[config.mk]
export PLATFORM = sky130hd
export DESIGN_NAME = alu_mc
export DESIGN_NICKNAME = d
export VERILOG_FILES = /design/src/rtl/alu_mc_pkg.sv /design/src/rtl/alu_mc_iter.sv /design/src/rtl/alu_mc.sv
export SDC_FILE = /design/constraint.sdc
export NUM_CORES = 1
export LEC_CHECK = 0
export CELL_PAD_IN_SITES_DETAIL_PLACEMENT = 1
export CELL_PAD_IN_SITES_GLOBAL_PLACEMENT = 2
export CORE_ASPECT_RATIO = 0.7
export CORE_MARGIN = 10
export CORE_UTILIZATION = 29
export CTS_CLUSTER_DIAMETER = 100
export DETAILED_ROUTE_END_ITERATION = 7
export GPL_TIMING_DRIVEN = 0
export PLACE_DENSITY_LB_ADDON = 0.25
export SETUP_SLACK_MARGIN = 0.1
export SYNTH_ARGS = -nofsm -noshare
export SYNTH_HDL_FRONTEND = slang
export SYNTH_SLANG_ARGS = --single-unit
[constraint.sdc]
create_clock -name clk -period 5 [get_ports clk]
set_clock_uncertainty 0.2 [all_clocks]
set_input_delay 1 -clock clk [delete_from_list [all_inputs] [get_ports clk]]
set_output_delay 1 -clock clk [all_outputs]
set_load 0.01 [all_outputs]
[src/rtl/alu_mc_pkg.sv]
`default_nettype none
// ============================================================================
// Module      : alu_mc_pkg
// Description : Opcodes, FSM states and status-flag layout shared by alu_mc.
// Revision    : 1.0 - initial release
// ============================================================================
package alu_mc_pkg;

    typedef enum logic [4:0] {
        OP_INC = 5'b00001, OP_DEC = 5'b00011, OP_ADD = 5'b00100, OP_ADC = 5'b00101,
        OP_SUB = 5'b00110, OP_SBB = 5'b00111, OP_AND = 5'b01000, OP_OR  = 5'b01001,
        OP_XOR = 5'b01010, OP_NOT = 5'b01011, OP_SHL = 5'b10000, OP_SHR = 5'b10001,
        OP_SAL = 5'b10010, OP_SAR = 5'b10011, OP_ROL = 5'b10100, OP_ROR = 5'b10101,
        OP_RCL = 5'b10110, OP_RCR = 5'b10111, OP_MUL = 5'b11000, OP_DIV = 5'b11001
    } alu_op_e;

`ifdef ALU_MC_MULDIV_EN
    typedef enum logic [1:0] {ST_IDLE = 2'd0, ST_EXEC = 2'd1, ST_DONE = 2'd2} alu_state_e;
`else
    typedef enum logic [1:0] {ST_IDLE = 2'd0, ST_DONE = 2'd2} alu_state_e;
`endif

    localparam int FLAG_C = 5;
    localparam int FLAG_Z = 4;
    localparam int FLAG_N = 3;
    localparam int FLAG_V = 2;
    localparam int FLAG_P = 1;
    localparam int FLAG_A = 0;

    function automatic logic [5:0] pack_flags(input logic c, input logic z, input logic n,
                                              input logic v, input logic p, input logic a);
        logic [5:0] f;
        f         = '0;
        f[FLAG_C] = c;
        f[FLAG_Z] = z;
        f[FLAG_N] = n;
        f[FLAG_V] = v;
        f[FLAG_P] = p;
        f[FLAG_A] = a;
        return f;
    endfunction

endpackage
`default_nettype wire

[src/rtl/alu_mc_iter.sv]
`default_nettype none
// ============================================================================
// Module      : alu_mc_iter
// Description : Shift-add multiply / restoring divide, one bit per clock.
// Revision    : 1.0 - initial release
// ============================================================================
module alu_mc_iter
    import alu_mc_pkg::*;
#(
    parameter int WIDTH = 16
) (
    input  logic             clk,
    input  logic             rst_n,
    input  logic             start_i,
    input  logic             is_div_i,
    input  logic [WIDTH-1:0] a_i,
    input  logic [WIDTH-1:0] b_i,
    output logic             done_o,
    output logic [WIDTH-1:0] lo_o,
    output logic [WIDTH-1:0] hi_o
);

    localparam int CW = $clog2(WIDTH);

    logic             busy_q;
    logic             is_div_q;
    logic [CW-1:0]    cnt_q;
    logic [WIDTH-1:0] hi_q, lo_q, opd_q;
    logic [WIDTH-1:0] hi_d, lo_d;
    logic [WIDTH:0]   mul_sum, div_trial;

    // hi holds partial product / partial remainder; lo holds multiplier / quotient.
    always_comb begin
        mul_sum   = {1'b0, hi_q} + (lo_q[0] ? {1'b0, opd_q} : '0);
        div_trial = {hi_q, lo_q[WIDTH-1]} - {1'b0, opd_q};
        if (is_div_q) begin
            hi_d = div_trial[WIDTH] ? {hi_q[WIDTH-2:0], lo_q[WIDTH-1]} : div_trial[WIDTH-1:0];
            lo_d = {lo_q[WIDTH-2:0], ~div_trial[WIDTH]};
        end else begin
            hi_d = mul_sum[WIDTH:1];
            lo_d = {mul_sum[0], lo_q[WIDTH-1:1]};
        end
    end

    always_ff @(posedge clk) begin
        if (!rst_n) begin
            busy_q   <= 1'b0;
            is_div_q <= 1'b0;
            cnt_q    <= '0;
            hi_q     <= '0;
            lo_q     <= '0;
            opd_q    <= '0;
        end else if (start_i) begin
            busy_q   <= 1'b1;
            is_div_q <= is_div_i;
            cnt_q    <= CW'(WIDTH - 1);
            hi_q     <= '0;
            lo_q     <= is_div_i ? a_i : b_i;
            opd_q    <= is_div_i ? b_i : a_i;
        end else if (busy_q) begin
            hi_q  <= hi_d;
            lo_q  <= lo_d;
            cnt_q <= cnt_q - CW'(1);
            if (cnt_q == '0) begin
                busy_q <= 1'b0;
            end
        end
    end

    // The final step's value is handed over combinationally so the top can
    // register it on the same edge the last iteration completes.
    assign done_o = busy_q && (cnt_q == '0);
    assign lo_o   = lo_d;
    assign hi_o   = hi_d;

endmodule
`default_nettype wire

[src/rtl/alu_mc.sv]
`default_nettype none
// ============================================================================
// Module      : alu_mc
// Description : Multi-cycle ALU with valid/ready handshake and status register.
//               Define ALU_MC_MULDIV_EN to build the MUL/DIV iteration engine.
// Revision    : 1.0 - initial release
// ============================================================================
module alu_mc
    import alu_mc_pkg::*;
#(
    parameter int WIDTH = 16
) (
    input  logic             clk,
    input  logic             rst_n,
    input  logic             in_valid,
    output logic             in_ready,
    input  logic [4:0]       op,
    input  logic [WIDTH-1:0] a,
    input  logic [WIDTH-1:0] b,
    output logic             out_valid,
    input  logic             out_ready,
    output logic [WIDTH-1:0] result,
    output logic [WIDTH-1:0] hi,
    output logic [5:0]       status,
    output logic             err
);

    localparam logic [WIDTH-1:0] ONE = {{(WIDTH-1){1'b0}}, 1'b1};

    alu_state_e       state_q;
    logic [WIDTH-1:0] result_q;
    logic [5:0]       status_q;
    logic             err_q;

    logic [WIDTH-1:0] opb, sc_res;
    logic             cin, sc_c, sc_v, sc_af, sc_legal, sc_err;
    logic [WIDTH:0]   sum, diff;
    logic [4:0]       nsum, ndiff;
    logic [5:0]       sc_status;
    logic             iter_start;

    assign opb   = (op == OP_INC || op == OP_DEC) ? ONE : b;
    assign cin   = (op == OP_ADC || op == OP_SBB) ? status_q[FLAG_C] : 1'b0;
    assign sum   = {1'b0, a} + {1'b0, opb} + {{WIDTH{1'b0}}, cin};
    assign diff  = {1'b0, a} - {1'b0, opb} - {{WIDTH{1'b0}}, cin};
    assign nsum  = {1'b0, a[3:0]} + {1'b0, opb[3:0]} + {4'b0, cin};
    assign ndiff = {1'b0, a[3:0]} - {1'b0, opb[3:0]} - {4'b0, cin};

`ifdef ALU_MC_MULDIV_EN
    logic [WIDTH-1:0] sc_hi, hi_q, it_lo, it_hi;
    logic             it_done, div_q, it_hnz;
`endif

    always_comb begin
        sc_res   = '0;
        sc_c     = 1'b0;
        sc_v     = 1'b0;
        sc_af    = 1'b0;
        sc_legal = 1'b1;
        sc_err   = 1'b0;
`ifdef ALU_MC_MULDIV_EN
        sc_hi    = '0;
`endif
        case (op)
            OP_INC, OP_ADD, OP_ADC: begin
                sc_res = sum[WIDTH-1:0];
                sc_c   = sum[WIDTH];
                sc_v   = (a[WIDTH-1] == opb[WIDTH-1]) && (sum[WIDTH-1] != a[WIDTH-1]);
                sc_af  = nsum[4];
            end
            OP_DEC, OP_SUB, OP_SBB: begin
                sc_res = diff[WIDTH-1:0];
                sc_c   = diff[WIDTH];
                sc_v   = (a[WIDTH-1] != opb[WIDTH-1]) && (diff[WIDTH-1] != a[WIDTH-1]);
                sc_af  = ndiff[4];
            end
            OP_AND: sc_res = a & b;
            OP_OR:  sc_res = a | b;
            OP_XOR: sc_res = a ^ b;
            OP_NOT: sc_res = ~a;
            OP_SHL, OP_SAL: begin
                sc_res = {a[WIDTH-2:0], 1'b0};
                sc_c   = a[WIDTH-1];
            end
            OP_SHR: begin
                sc_res = {1'b0, a[WIDTH-1:1]};
                sc_c   = a[0];
            end
            OP_SAR: begin
                sc_res = {a[WIDTH-1], a[WIDTH-1:1]};
                sc_c   = a[0];
            end
            OP_ROL: begin
                sc_res = {a[WIDTH-2:0], a[WIDTH-1]};
                sc_c   = a[WIDTH-1];
            end
            OP_ROR: begin
                sc_res = {a[0], a[WIDTH-1:1]};
                sc_c   = a[0];
            end
            OP_RCL: begin
                sc_res = {a[WIDTH-2:0], status_q[FLAG_C]};
                sc_c   = a[WIDTH-1];
            end
            OP_RCR: begin
                sc_res = {status_q[FLAG_C], a[WIDTH-1:1]};
                sc_c   = a[0];
            end
`ifdef ALU_MC_MULDIV_EN
            OP_MUL: sc_res = '0;
            OP_DIV: begin
                // Only divide-by-zero completes here; real divides iterate.
                if (b == '0) begin
                    sc_res = '1;
                    sc_hi  = a;
                    sc_v   = 1'b1;
                    sc_err = 1'b1;
                end
            end
`endif
            default: begin
                sc_legal = 1'b0;
                sc_err   = 1'b1;
            end
        endcase
    end

    assign sc_status = pack_flags(sc_c, ~|sc_res, sc_res[WIDTH-1], sc_v, ~^sc_res, sc_af);

`ifdef ALU_MC_MULDIV_EN
    assign iter_start = (state_q == ST_IDLE) && in_valid &&
                        ((op == OP_MUL) || ((op == OP_DIV) && (b != '0)));
    assign it_hnz     = |it_hi;

    alu_mc_iter #(.WIDTH(WIDTH)) u_iter (
        .clk      (clk),
        .rst_n    (rst_n),
        .start_i  (iter_start),
        .is_div_i (op == OP_DIV),
        .a_i      (a),
        .b_i      (b),
        .done_o   (it_done),
        .lo_o     (it_lo),
        .hi_o     (it_hi)
    );
`else
    assign iter_start = 1'b0;
`endif

    always_ff @(posedge clk) begin
        if (!rst_n) begin
            state_q  <= ST_IDLE;
            result_q <= '0;
            status_q <= '0;
            err_q    <= 1'b0;
`ifdef ALU_MC_MULDIV_EN
            hi_q     <= '0;
            div_q    <= 1'b0;
`endif
        end else begin
            case (state_q)
                ST_IDLE: begin
                    if (in_valid) begin
                        if (!iter_start) begin
                            state_q  <= ST_DONE;
                            result_q <= sc_res;
                            err_q    <= sc_err;
                            if (sc_legal) begin
                                status_q <= sc_status;
                            end
`ifdef ALU_MC_MULDIV_EN
                            hi_q     <= sc_hi;
`endif
                        end
`ifdef ALU_MC_MULDIV_EN
                        else begin
                            state_q <= ST_EXEC;
                        end
                        div_q <= (op == OP_DIV);
`endif
                    end
                end
`ifdef ALU_MC_MULDIV_EN
                ST_EXEC: begin
                    if (it_done) begin
                        state_q  <= ST_DONE;
                        result_q <= it_lo;
                        hi_q     <= it_hi;
                        err_q    <= 1'b0;
                        status_q <= pack_flags(!div_q && it_hnz, ~|it_lo, it_lo[WIDTH-1],
                                               !div_q && it_hnz, ~^it_lo, 1'b0);
                    end
                end
`endif
                ST_DONE: begin
                    if (out_ready) begin
                        state_q <= ST_IDLE;
                    end
                end
                default: state_q <= ST_IDLE;
            endcase
        end
    end

    assign in_ready  = (state_q == ST_IDLE);
    assign out_valid = (state_q == ST_DONE);
    assign result    = result_q;
    assign status    = status_q;
    assign err       = err_q;
`ifdef ALU_MC_MULDIV_EN
    assign hi        = hi_q;
`else
    assign hi        = '0;
`endif

endmodule
`default_nettype wire
* After elaboration in Yosys (flattened, before gate mapping)
Cells that the tools add are included.
Storage, ports and cells: register bits after elaboration 25, input bits 41, output and inout port bits 41
Cells by class: equality and inequality tests 25, reduce and logical (&&, ||, !) cells 17, multiplexer cells 11, bitwise gates (word level) 4, add/sub/neg operators 8
Operators with widths (number):
- 16-bit one-hot mux with 13 select lines | 1
- 5-bit equality test, second input constant | 8
- 5-bit by 3-bit equality test with 1-bit output, second input constant | 4
- 5-bit by 4-bit equality test with 1-bit output, second input constant | 4
- 18-bit OR reduction | 1
- 16-bit by 16-bit adder with 17-bit output | 1
- 17-bit by 1-bit adder with 17-bit output | 1
- 16-bit by 16-bit subtractor with 17-bit output | 1
- 17-bit by 1-bit subtractor with 17-bit output | 1
- 16-bit AND | 1
- 16-bit two-way mux | 1
- 16-bit inverter | 1
- 16-bit bitwise OR | 1
- 16-bit OR reduction | 1
- 16-bit XNOR reduction | 1
- 16-bit XOR | 1
- 4-bit OR reduction | 2
- 3-bit OR reduction | 2
- 4-bit by 4-bit adder with 5-bit output | 1
- 5-bit by 1-bit adder with 5-bit output | 1
- 5-bit by 1-bit equality test with 1-bit output, second input constant | 1
- 5-bit by 2-bit equality test with 1-bit output, second input constant | 1
- 4-bit by 4-bit subtractor with 5-bit output | 1
- 5-bit by 1-bit subtractor with 5-bit output | 1
- 17 further kinds | 26

* Longest topological paths before layout
Gate-level depths: netlist of the first run.
depth after elaboration 8, depth in mapped cells 23, mapped depth without buffers 20

* Worst setup path before layout of the first run
Ideal clock, no wire load.
kind input to register, start point in op[0], end point reg status_q[1], in the netlist status[1], data required time 4.680 ns, cell stages on the path 20, path buffers 3, path slack -0.238 ns, arrival 4.918 ns, cell sequence buf_2 > buf_2 > and3_1 > clkbuf_1 > or2_2 > fa_1 > fa_1 > and3b_1 > o21a_1 > a21o_1 > a2111oi_2 > a31oi_1 > and3_1 > ha_1 > xnor2_1 > xnor2_1 > xnor2_1 > nor2_1 > a21oi_1 > nor2_1
Between the ends: cells in the longest elaborated chain, start to end 7, elaborated cells on any way between the ends 34
RTL lines:
- start: declaration | line alu_mc.sv:17 | input logic [4:0] op,
- 5-bit by 1-bit equality test with 1-bit output / 5-bit by 2-bit equality test with 1-bit output (equally long branches) | line alu_mc.sv:42, alu_mc.sv:64
- 1-bit logical OR | line alu_mc.sv:42 | assign opb = (op == OP_INC || op == OP_DEC) ? ONE : b;
- 16-bit two-way mux | line alu_mc.sv:42
- 16-bit by 16-bit subtractor with 17-bit output / 16-bit by 16-bit adder with 17-bit output (equally long branches) | line alu_mc.sv:45, alu_mc.sv:44
- 17-bit by 1-bit subtractor with 17-bit output / 17-bit by 1-bit adder with 17-bit output (equally long branches) | line alu_mc.sv:45, alu_mc.sv:44
- 16-bit one-hot mux with 13 select lines | line alu_mc.sv:64 | case (op)
- 16-bit XNOR reduction | line alu_mc.sv:128 | assign sc_status = pack_flags(sc_c, ~|sc_res, sc_res[WIDTH-1], sc_v, ~^sc_res, sc_af);
- end signal: assignment | line alu_mc.sv:169 | status_q <= sc_status;
- end: declaration | line alu_mc.sv:32 | logic [5:0] status_q;
Parallel ways exist; a longest one is shown, timed or not. A chain may end at the register's enable or synchronous reset.

* Final worst setup path of the first run
Ends and elaborated chain as after synthesis.

==> metrics list, run 1 <==
- Walking the worst path, the cells encountered are buf_8 > buf_12 > buf_12 > buf_12 > nand3_2 > or2_4 > fa_2 > inv_2 > fa_2 > nand2b_1 > a221o_2 > a21oi_4 > a2111oi_2 > nor4bb_1 > buf_4 > and2_4 > ha_4 > xor2_4 > xnor2_2 > xnor2_1 > nor2_1 > a21oi_1 > nor2_1.
* Master cell of the clock root buffer: clkbuf_16
- Total global routing track utilization: 18.04%
- Number of enable flip-flop cells after synthesis: 0
- Pleak: approximately 3.3 nW
* Height of the die: about 130 microns
- In the synthesized netlist the dominant register cell turns out to be dfxtp_1.
- Excluding fillers, the count of instances in the completed layout stands at approximately 1,100.
- Routability-driven placement finished with a final weighted congestion of roughly 0.9.
- Dividing the detail-routed wire length by the instance count gives 21.76 microns.
- After layout, the design draws a total of 1.486 mW.
* Placed Instances: 1,007
- The final hold violation count came to 0.
- The synthesized design spends more area on one cell type than any other, namely ha_1.
* Ys async rst share: 0%
* Violation count after the first detailed-routing iteration: just under 400
- By startpoint and endpoint, the worst setup path is classified as input port to flop.
- Post-synth cell types: 82
* Detailed placement HPWL: about 18,000 microns
* Top-area cell type share of the netlist area: just over 20%
- The die covers roughly 0.024 sq mm.
- Unrepaired setup endpoints after global routing: true
- The largest single stage delay on the critical path is between 0.4 and 0.5 ns.
- For the worst setup path, the data required time is between 4 and 5 ns.
- TritonCTS built the clock tree.
- Number of top-level design ports: 82
- Layout cells sized above 1: slightly below 30%
- Clock tree sinks: 24
- Via density per instance: approximately 5.5
- In the final design database the tool counted just under 1,000 nets.
- The via count of the first global-routing pass came to 6,058.
- The cell area that synthesis handed to floorplanning was ~0.0053 sq mm.
- X dimension of the die: between 150 and 200 microns
* Leftover overflow at the end of global routing: 0
* Min-delay src: status[0]$_SDFFE_PN0P_
- The flow ran to the end, and the final reports show no timing, DRC or antenna violations.
* Cell count of the worst reg-to-reg path: 19
* Area contributors post-synth: ha_1 20%, dfxtp_1 9.1%, mux2i_1 7.6%, inv_1 6.0%, a21oi_1 4.7%
* Count of buffers inserted at the top-level ports: 61
- Reported max-cap violation count: 0
- Largest net degree at the start of global routing: 13
- The worst hold path passes through 2 cells.
* Arr. time, crit path: around 5 ns
- For this configuration, the core starts out at a cell density of ~29%.
* Ant. Diodes: 0
* Setup WS post-layout: around 0.053 ns
- Slew at the pin closest to its max-slew limit: 0.9312 ns
* Min-Delay Endpoint: status[0]$_SDFFE_PN0P_
* Reg2reg end: status[1]$_SDFFE_PN0P_
* Number of instances in the synthesized netlist: 695
* Area growth, synth to finish: 47.64%
- The initial antenna violation count is 0.
- Total length of routed wires: about 24,000 microns
* Detailed Routing Iterations Pass 1: 5
* Most repeated library cell on the critical path: buf_12
- Crit share post-route: 98.93%
- After clock tree synthesis, the clock-pin slew on the worst setup and hold paths is 0.06 ns.
- DRC violations left: 0
- For this run, the number of Yosys warnings is 0.
- Synthesized flop and latch total: 24
* Minimum setup slack among reg-to-reg paths: between 0.6 and 0.7 ns
- Vias post-DR: 5,907
- Worst path slowest cell: a221o_2
- Number of buffers created by CTS: 3
* Final critical path time including I/O delays and setup: about 4.9 ns
- Sequential element share of the synthesized area: 9.097%
- After floorplanning, the core was sized to cover approximately 0.018 sq mm.
* Max Slew Vio Count: 0
* DP Worst Slack: -1.522 ns
* Remaining number of nets flagged by the antenna check after routing: 0
* Relative slew margins: a little under two fifths
- Power spread over the standard cell area amounts to roughly 190 mW/mm^2.
* Htree depth: 1
- After floorplanning, the core was divided into between 40 and 50 placement rows.
- The average instance in the mapped netlist occupies between 7 and 8 sq um.
- Final Setup Violations: 0
* Peak ir drop on the vdd network: slightly above 0.0001 V
- After routing, the total negative slack on setup checks comes to 0 ns.
* Highest attainable clock frequency: 0.2022 GHz
- Number of buffers on the longest clock path: 2
* Post-place instance area: about 0.0063 sq mm
* Element type at the critical path end: flop
- In this run the critical register-to-register path is launched from status[5]$_SDFFE_PN0P_.
- The worst setup path is launched from an input port.
- Global-route wire length before repair: 35,030 microns
* Critical Path Fanout Max: 5
* Type of the worst min-delay path: flop to flop
- The clock reaches the later pin of the worst-skew pair after between 0.2 and 0.3 ns.
- Post-route cell area: between 0.007 and 0.008 sq mm
## cell usage in the layout (no fill, tap or decap), types with 7 or more instances in the layout
cell and instances:
a211oi_1 9, a21oi_1 42, a21oi_2 7, a31oi_1 9
and2_1 7, buf_12 8, buf_2 8, buf_4 85
buf_6 9, clkbuf_1 7, clkdlybuf4s50_1 57, conb_1 16
dfxtp_1 24, ha_1 63, ha_4 20, inv_1 76
inv_2 8, mux2i_1 38, nand2_1 24, nand3_1 17
nand4_1 9, nor2_1 50, nor2_2 8, nor2b_1 10
nor3_1 9, o211ai_1 12, o21ai_0 22, o22ai_1 12
xnor2_1 12
## cells by family (layout without fill, tap and decap cells)
logic type | Yosys count | count (layout) | share of synthesized area, %
buf+inv | 133 | 268 | 11.42
simple gates | 190 | 190 | 19.12
other cells | 1 | 16 | 0.07101
mux | 48 | 48 | 10.42
xor+xnor | 21 | 21 | 3.482
flops | 24 | 24 | 9.097
fa+ha+maj | 89 | 89 | 21.65
compound gates | 189 | 189 | 24.73
## cells in the mapped netlist (4+ instances only)
cell type and number:
a211oi_1 13, a21o_1 7, a21oi_1 50, a31oi_1 13, and2_1 11, and3_1 6, buf_2 18, buf_4 19
clkbuf_1 9, dfxtp_1 24, fa_1 4, ha_1 85, inv_1 84, mux2i_1 40, mux4_2 5, nand2_1 24
nand2b_1 5, nand3_1 18, nand4_1 9, nor2_1 61, nor2b_1 10, nor3_1 10, nor4_1 5, o211ai_1 12
o21a_1 4, o21ai_0 27, o22ai_1 12, o31ai_1 5, or2_1 4, or2_2 6, xnor2_1 16, xor2_1 5
## where the power goes
| part | switching, mW | leakage [nW] | internal [mW] |
|---|---|---|---|
| logic | 0.576 | 3.09 | 0.511 |
| registers | 0.00955 | 0.198 | 0.209 |
| clock network | 0.0755 | 0.0370 | 0.106 |
| total | 0.661 | 3.33 | 0.826 |
## critical path, delay by kind of cell
kind                     cells  cell delay [ns]
AND/OR/NAND/NOR              7             1.01
buffers and inverters        6             0.64
XOR/XNOR                     3             0.58
adder cells (fa/ha/maj)      3             0.82
AO/OA/AOI/OAI                4             0.85
## state kept, by name (all words and copies together), names as in the netlist
| signal | cells |
|---|---|
| result | 16 |
| status | 6 |
| err | 1 |
| state_q | 1 |
## repair_timing
| action | in CTS | in global routing |
|---|---|---|
| endpoints found under the setup margin | 11 | 3 |
| endpoints found under the hold margin | 0 | 0 |
| setup buffers | 40 | 34 |
| hold buffers | 0 | 0 |
| pin swaps | 38 | 51 |
| gates cloned | 1 | 0 |
| resized for setup | 114 | 77 |
## final cells by class
| class | instances | area (sq um) |
|---|---|---|
| well taps | 236 | 295.3 |
| plain buffers | 46 | 376.6 |
| multi-input cells | 553 | 4994 |
| repair buffers | 135 | 1261 |
| fillers | 2160 | 10160 |
| flip-flops and latches | 24 | 480.5 |
| clock buffers | 3 | 75.07 |
| inverters | 84 | 315.3 |
## per-layer routing
layer | GRT usage (%) | wire [microns] | vias up
met3 | 2.479 | 1292 | 16
met2 | 28.05 | 10550 | 150
li1 | - | - | 2768
met4 | 3.245 | 321 | 0
met1 | 25.89 | 11360 | 2973
met5 | 0 | 0 | -
## worst max-delay path by stage
| stage | startpoint | end | slack [ns] | cells past startpoint |
|---|---|---|---|---|
| 2_1_floorplan | op[0] | status[1]$_SDFFE_PN0P_ | 0.08 | 20 |
| 3_3_place_gp | op[0] | status[1]$_SDFFE_PN0P_ | -1.45 | 22 |
| 3_5_place_dp | op[0] | status[1]$_SDFFE_PN0P_ | -1.52 | 22 |
| 4_1_cts | op[0] | status[1]$_SDFFE_PN0P_ | -0.06 | 21 |
| 5_1_grt | op[0] | status[1]$_SDFFE_PN0P_ | -0.04 | 23 |
| 6_report | op[0] | status[1]$_SDFFE_PN0P_ | 0.05 | 23 |
## metrics by stage
step	hold slack, ns	utilization [%]
floorplan	0.2805	-
global placement	0.2527	34.92
detailed placement	0.2620	34.92
CTS	0.2712	40.10
global route	0.3143	43.43
finish	0.2711	43.43
Power figures use the tool's default switching activity.
==> run 2, diff against run 1 <==
Settings changed: CORE_MARGIN 10 to 4, SLEW_MARGIN from default to 25.
==> run 2 against run 1 <==
The run now ends with negative setup slack left. Sequential share of layout area increased by 0.16 points. Largest cell class unchanged. Setup slack worse by 0.080 ns. Core utilization about the same.
==> metrics list, run 2 (synthesis results as in run 1) <==
- Ant. Diodes: 0 (unchanged)
- In this run the clock root is driven by a clkbuf_16.
* Hold Fails Final Rpt: 0 (unchanged)
* Initial antenna violation count: 0 (unchanged)
* Total length of routed wires: 22,930 microns (-2.5%)
* DP Worst Slack: -1.598 ns (-0.07599 ns)
- Detailed placement HPWL: 17,680 microns (-2.0%)
* Worst EP required: 4.95 ns (about the same)
- Clock tree sinks: 24 (unchanged)
- The library cell used most frequently in the layout, excluding fill and tap cells, is buf_4.
- DRC violations left: 0 (unchanged)
- Detailed Routing Iterations Pass 1: 5 (unchanged)
* Total global routing track utilization: 21.44% (+3.4 points)
- In this run the critical register-to-register path is launched from status[5]$_SDFFE_PN0P_.
- Highest attainable clock frequency: 0.1989 GHz (-1.6%)
* Final layout net count: 975 (-0.20%)
- The clock latency reported for the late side of the worst-skew pair was 0.27 ns (about the same).
- The worst-margin pin slew was 0.8941 ns (-0.03702 ns).
- The core area is 0.01752 sq mm (-2.4%).
* Via density per instance: 5.415 (-0.90%)
- The relative contribution of the clock network to total power was 12.3% (about the same).
- The height of the chip is 120.9 microns (-9.0%).
* Cell count of the worst reg-to-reg path: 19 (unchanged)
- Minimum setup slack among reg-to-reg paths: 0.52 ns (-0.15 ns)
* Clock transition at path regs: 0.06 ns (about the same)
* Seq pwr share: 15.3% (+0.6 points)
- Kind of critical path: input port to flop
* Leftover overflow at the end of global routing: 0 (unchanged)
- Following the worst setup path forward leads to its endpoint at status[1]$_SDFFE_PN0P_.
- Vias post-DR: 5,816 (-1.5%)
- The via count of the first global-routing pass was 5,920 (-2.3%).
- Relative slew margins: 40.13% (+2.5 points)
* Layout cells sized above 1: 25.98% (-3.6 points)
- Reported max-cap violation count: 0 (unchanged)
- Failing checks: negative setup slack
* Num rows: 40 (-2.4%)
* Htree depth: 1 (unchanged)
- Compared with the post-synthesis result, the final layout area differs by 44.02%.
- The shortest clock period the worst path allows after layout came to 5.027 ns (+0.08008 ns).
- Count of buffers inserted at the top-level ports: 61 (unchanged)
- RePlAce Congestion: 0.8965 (-1.2%)
- The sum of negative setup slack was -0.02669 ns (-0.02669 ns).
- The worst hold slack across all endpoints was 0.2598 ns (-0.01123 ns).
- Cell-internal power: 0.7959 mW (-3.6%)
- The remaining antenna violation count after routing is 0 (unchanged).
- Max Slew Vio Count: 0 (unchanged)
* Critical Path Start Type: input port
- Max reg flops: 16 (unchanged)
* Placed Instances: 1,002 (-0.50%)
- The endpoint arrival time on the critical path is 4.98 ns (+0.08 ns).
- Type of the worst min-delay path: flop to flop
- In the layout the commonest cells are 84 x buf_4, 78 x inv_1, 69 x ha_1, 53 x clkdlybuf4s50_1, 51 x nor2_1.
- Reg2reg end: status[1]$_SDFFE_PN0P_
* Initial cell density of the core: 30.15% (+0.74 points)
* Final Setup Violations: 1 (+1)
- Element type at the critical path end: flop
* Net Sw Frac: 44.35% (-0.10 points)
- Number of buffers on the longest clock path: 2 (unchanged)
- Pleak: 3.329 nW (about the same)
* Crit share post-route: 100.5% (+1.6 points)
- Unrepaired setup endpoints after global routing: true
- The global-route wire length before repair is 34,440 microns (-1.7%).
- The fraction of power consumed by combinational cells was 72.4% (-0.7 points).
* Total Die Area: 0.02047 sq mm (-15%)
* Largest net degree at the start of global routing: 13 (unchanged)
- The mean routed wirelength per cell came to 21.35 microns (-1.9%).
* Launch point of the worst path: op[2]
- Non-filler instance count after layout: 1,074 (-0.65%)
- Violation count after the first detailed-routing iteration: 351 (-9.8%)
- Switch Pwr: 0.6342 mW (-4.0%)
- PD cells: 188.0 mW/mm^2 (-1.4%)
* TritonCTS clock tree: built
* Peak ir drop on the vdd network: 0.0001092 V (+8.0%)
* Critical Path Fanout Max: 5 (unchanged)
* Setup WS post-layout: -0.02669 ns (-0.08008 ns)
- The die span in x came to 169.3 microns (-6.6%).
- The run finished, with violations left.
- The number of buffers added by the clock tree synthesis step was 3 (unchanged).
* Number of top-level design ports: 82 (unchanged)
==> run 2: changes by cell type in the layout (fill, tap and decap cells not counted), sizes merged <==
cell and delta:
buf -2, clkdlybuf4s50 -4, dlymetal6s2s +4
==> run 2: cell type report <==
type | instances | area (sq um)
Fill cell | 2089 | 9911
Buffer | 46 | 367.9
Timing Repair Buffer | 133 | 1236
Inverter | 84 | 315.3
Sequential cell | 24 | 480.5
Multi-Input combinational cell | 553 | 4842
Tap cell | 231 | 289.0
Clock buffer | 3 | 75.07
==> run 2: critical path, cell delays in order <==
cell	delay, ns
buf_8	0.10
nor2_4	0.10
and3_4	0.27
or2_4	0.16
inv_2	0.04
fa_2	0.37
inv_2	0.08
fa_2	0.24
nand2b_4	0.07
a221o_2	0.44
a21oi_4	0.25
a2111oi_4	0.11
nor4bb_1	0.33
buf_4	0.19
and2_4	0.15
ha_4	0.22
xor2_4	0.15
xnor2_2	0.27
xnor2_1	0.16
nor2_1	0.07
a21oi_1	0.13
nor2_1	0.05
==> run 2: worst min-delay path by stage <==
stage | slack (ns) | cells after the start | endpoint | startpoint
final | 0.26 | 2 | status[0]$_SDFFE_PN0P_ | status[0]$_SDFFE_PN0P_
after global routing | 0.31 | 2 | status[0]$_SDFFE_PN0P_ | status[0]$_SDFFE_PN0P_
after CTS | 0.27 | 2 | status[0]$_SDFFE_PN0P_ | status[0]$_SDFFE_PN0P_
after detailed placement | 0.26 | 2 | status[0]$_SDFFE_PN0P_ | status[0]$_SDFFE_PN0P_
after global placement | 0.25 | 2 | status[0]$_SDFFE_PN0P_ | status[0]$_SDFFE_PN0P_
after floorplan | 0.28 | 2 | status[0]$_SDFFE_PN0P_ | status[0]$_SDFFE_PN0P_
==> run 2: metrics by stage <==
stage / total power [mW] / utilization [%] / cell area [sq um]
2_1_floorplan: 0.7332 / - / 5364
3_3_place_gp: 0.9712 / 35.76 / 6264
3_5_place_dp: 0.9896 / 35.76 / 6264
4_1_cts: 1.324 / 40.86 / 7158
5_1_grt: 1.530 / 43.42 / 7606
6_report: 1.430 / 43.42 / 7606
==> run 2: power groups by stage <==
stage	Combinational [mW]	Clock (mW)	Sequential (mW)
global route	1.12	0.191	0.220
finish	1.04	0.176	0.218
global placement	0.749	0	0.222
CTS	0.924	0.182	0.218
detailed placement	0.767	0	0.222
floorplan	0.504	0	0.229
==> run 2: metal layers <==
| metal | share of wire (%) | track usage [%] | up-vias |
|---|---|---|---|
| met5 | 0 | 0 | - |
| met4 | 1.7 | 3.922 | 0 |
| met3 | 5.4 | 3.126 | 23 |
| met2 | 43 | 32.36 | 154 |
| met1 | 49 | 32.40 | 2883 |
| li1 | - | - | 2756 |
==> run 2: what timing repair did <==
item	in CTS	in global routing
pin swaps	43	44
cloned	1	0
hold buffers	0	0
endpoints found under the setup margin	12	3
gates resized for setup	105	65
setup buffers	44	28
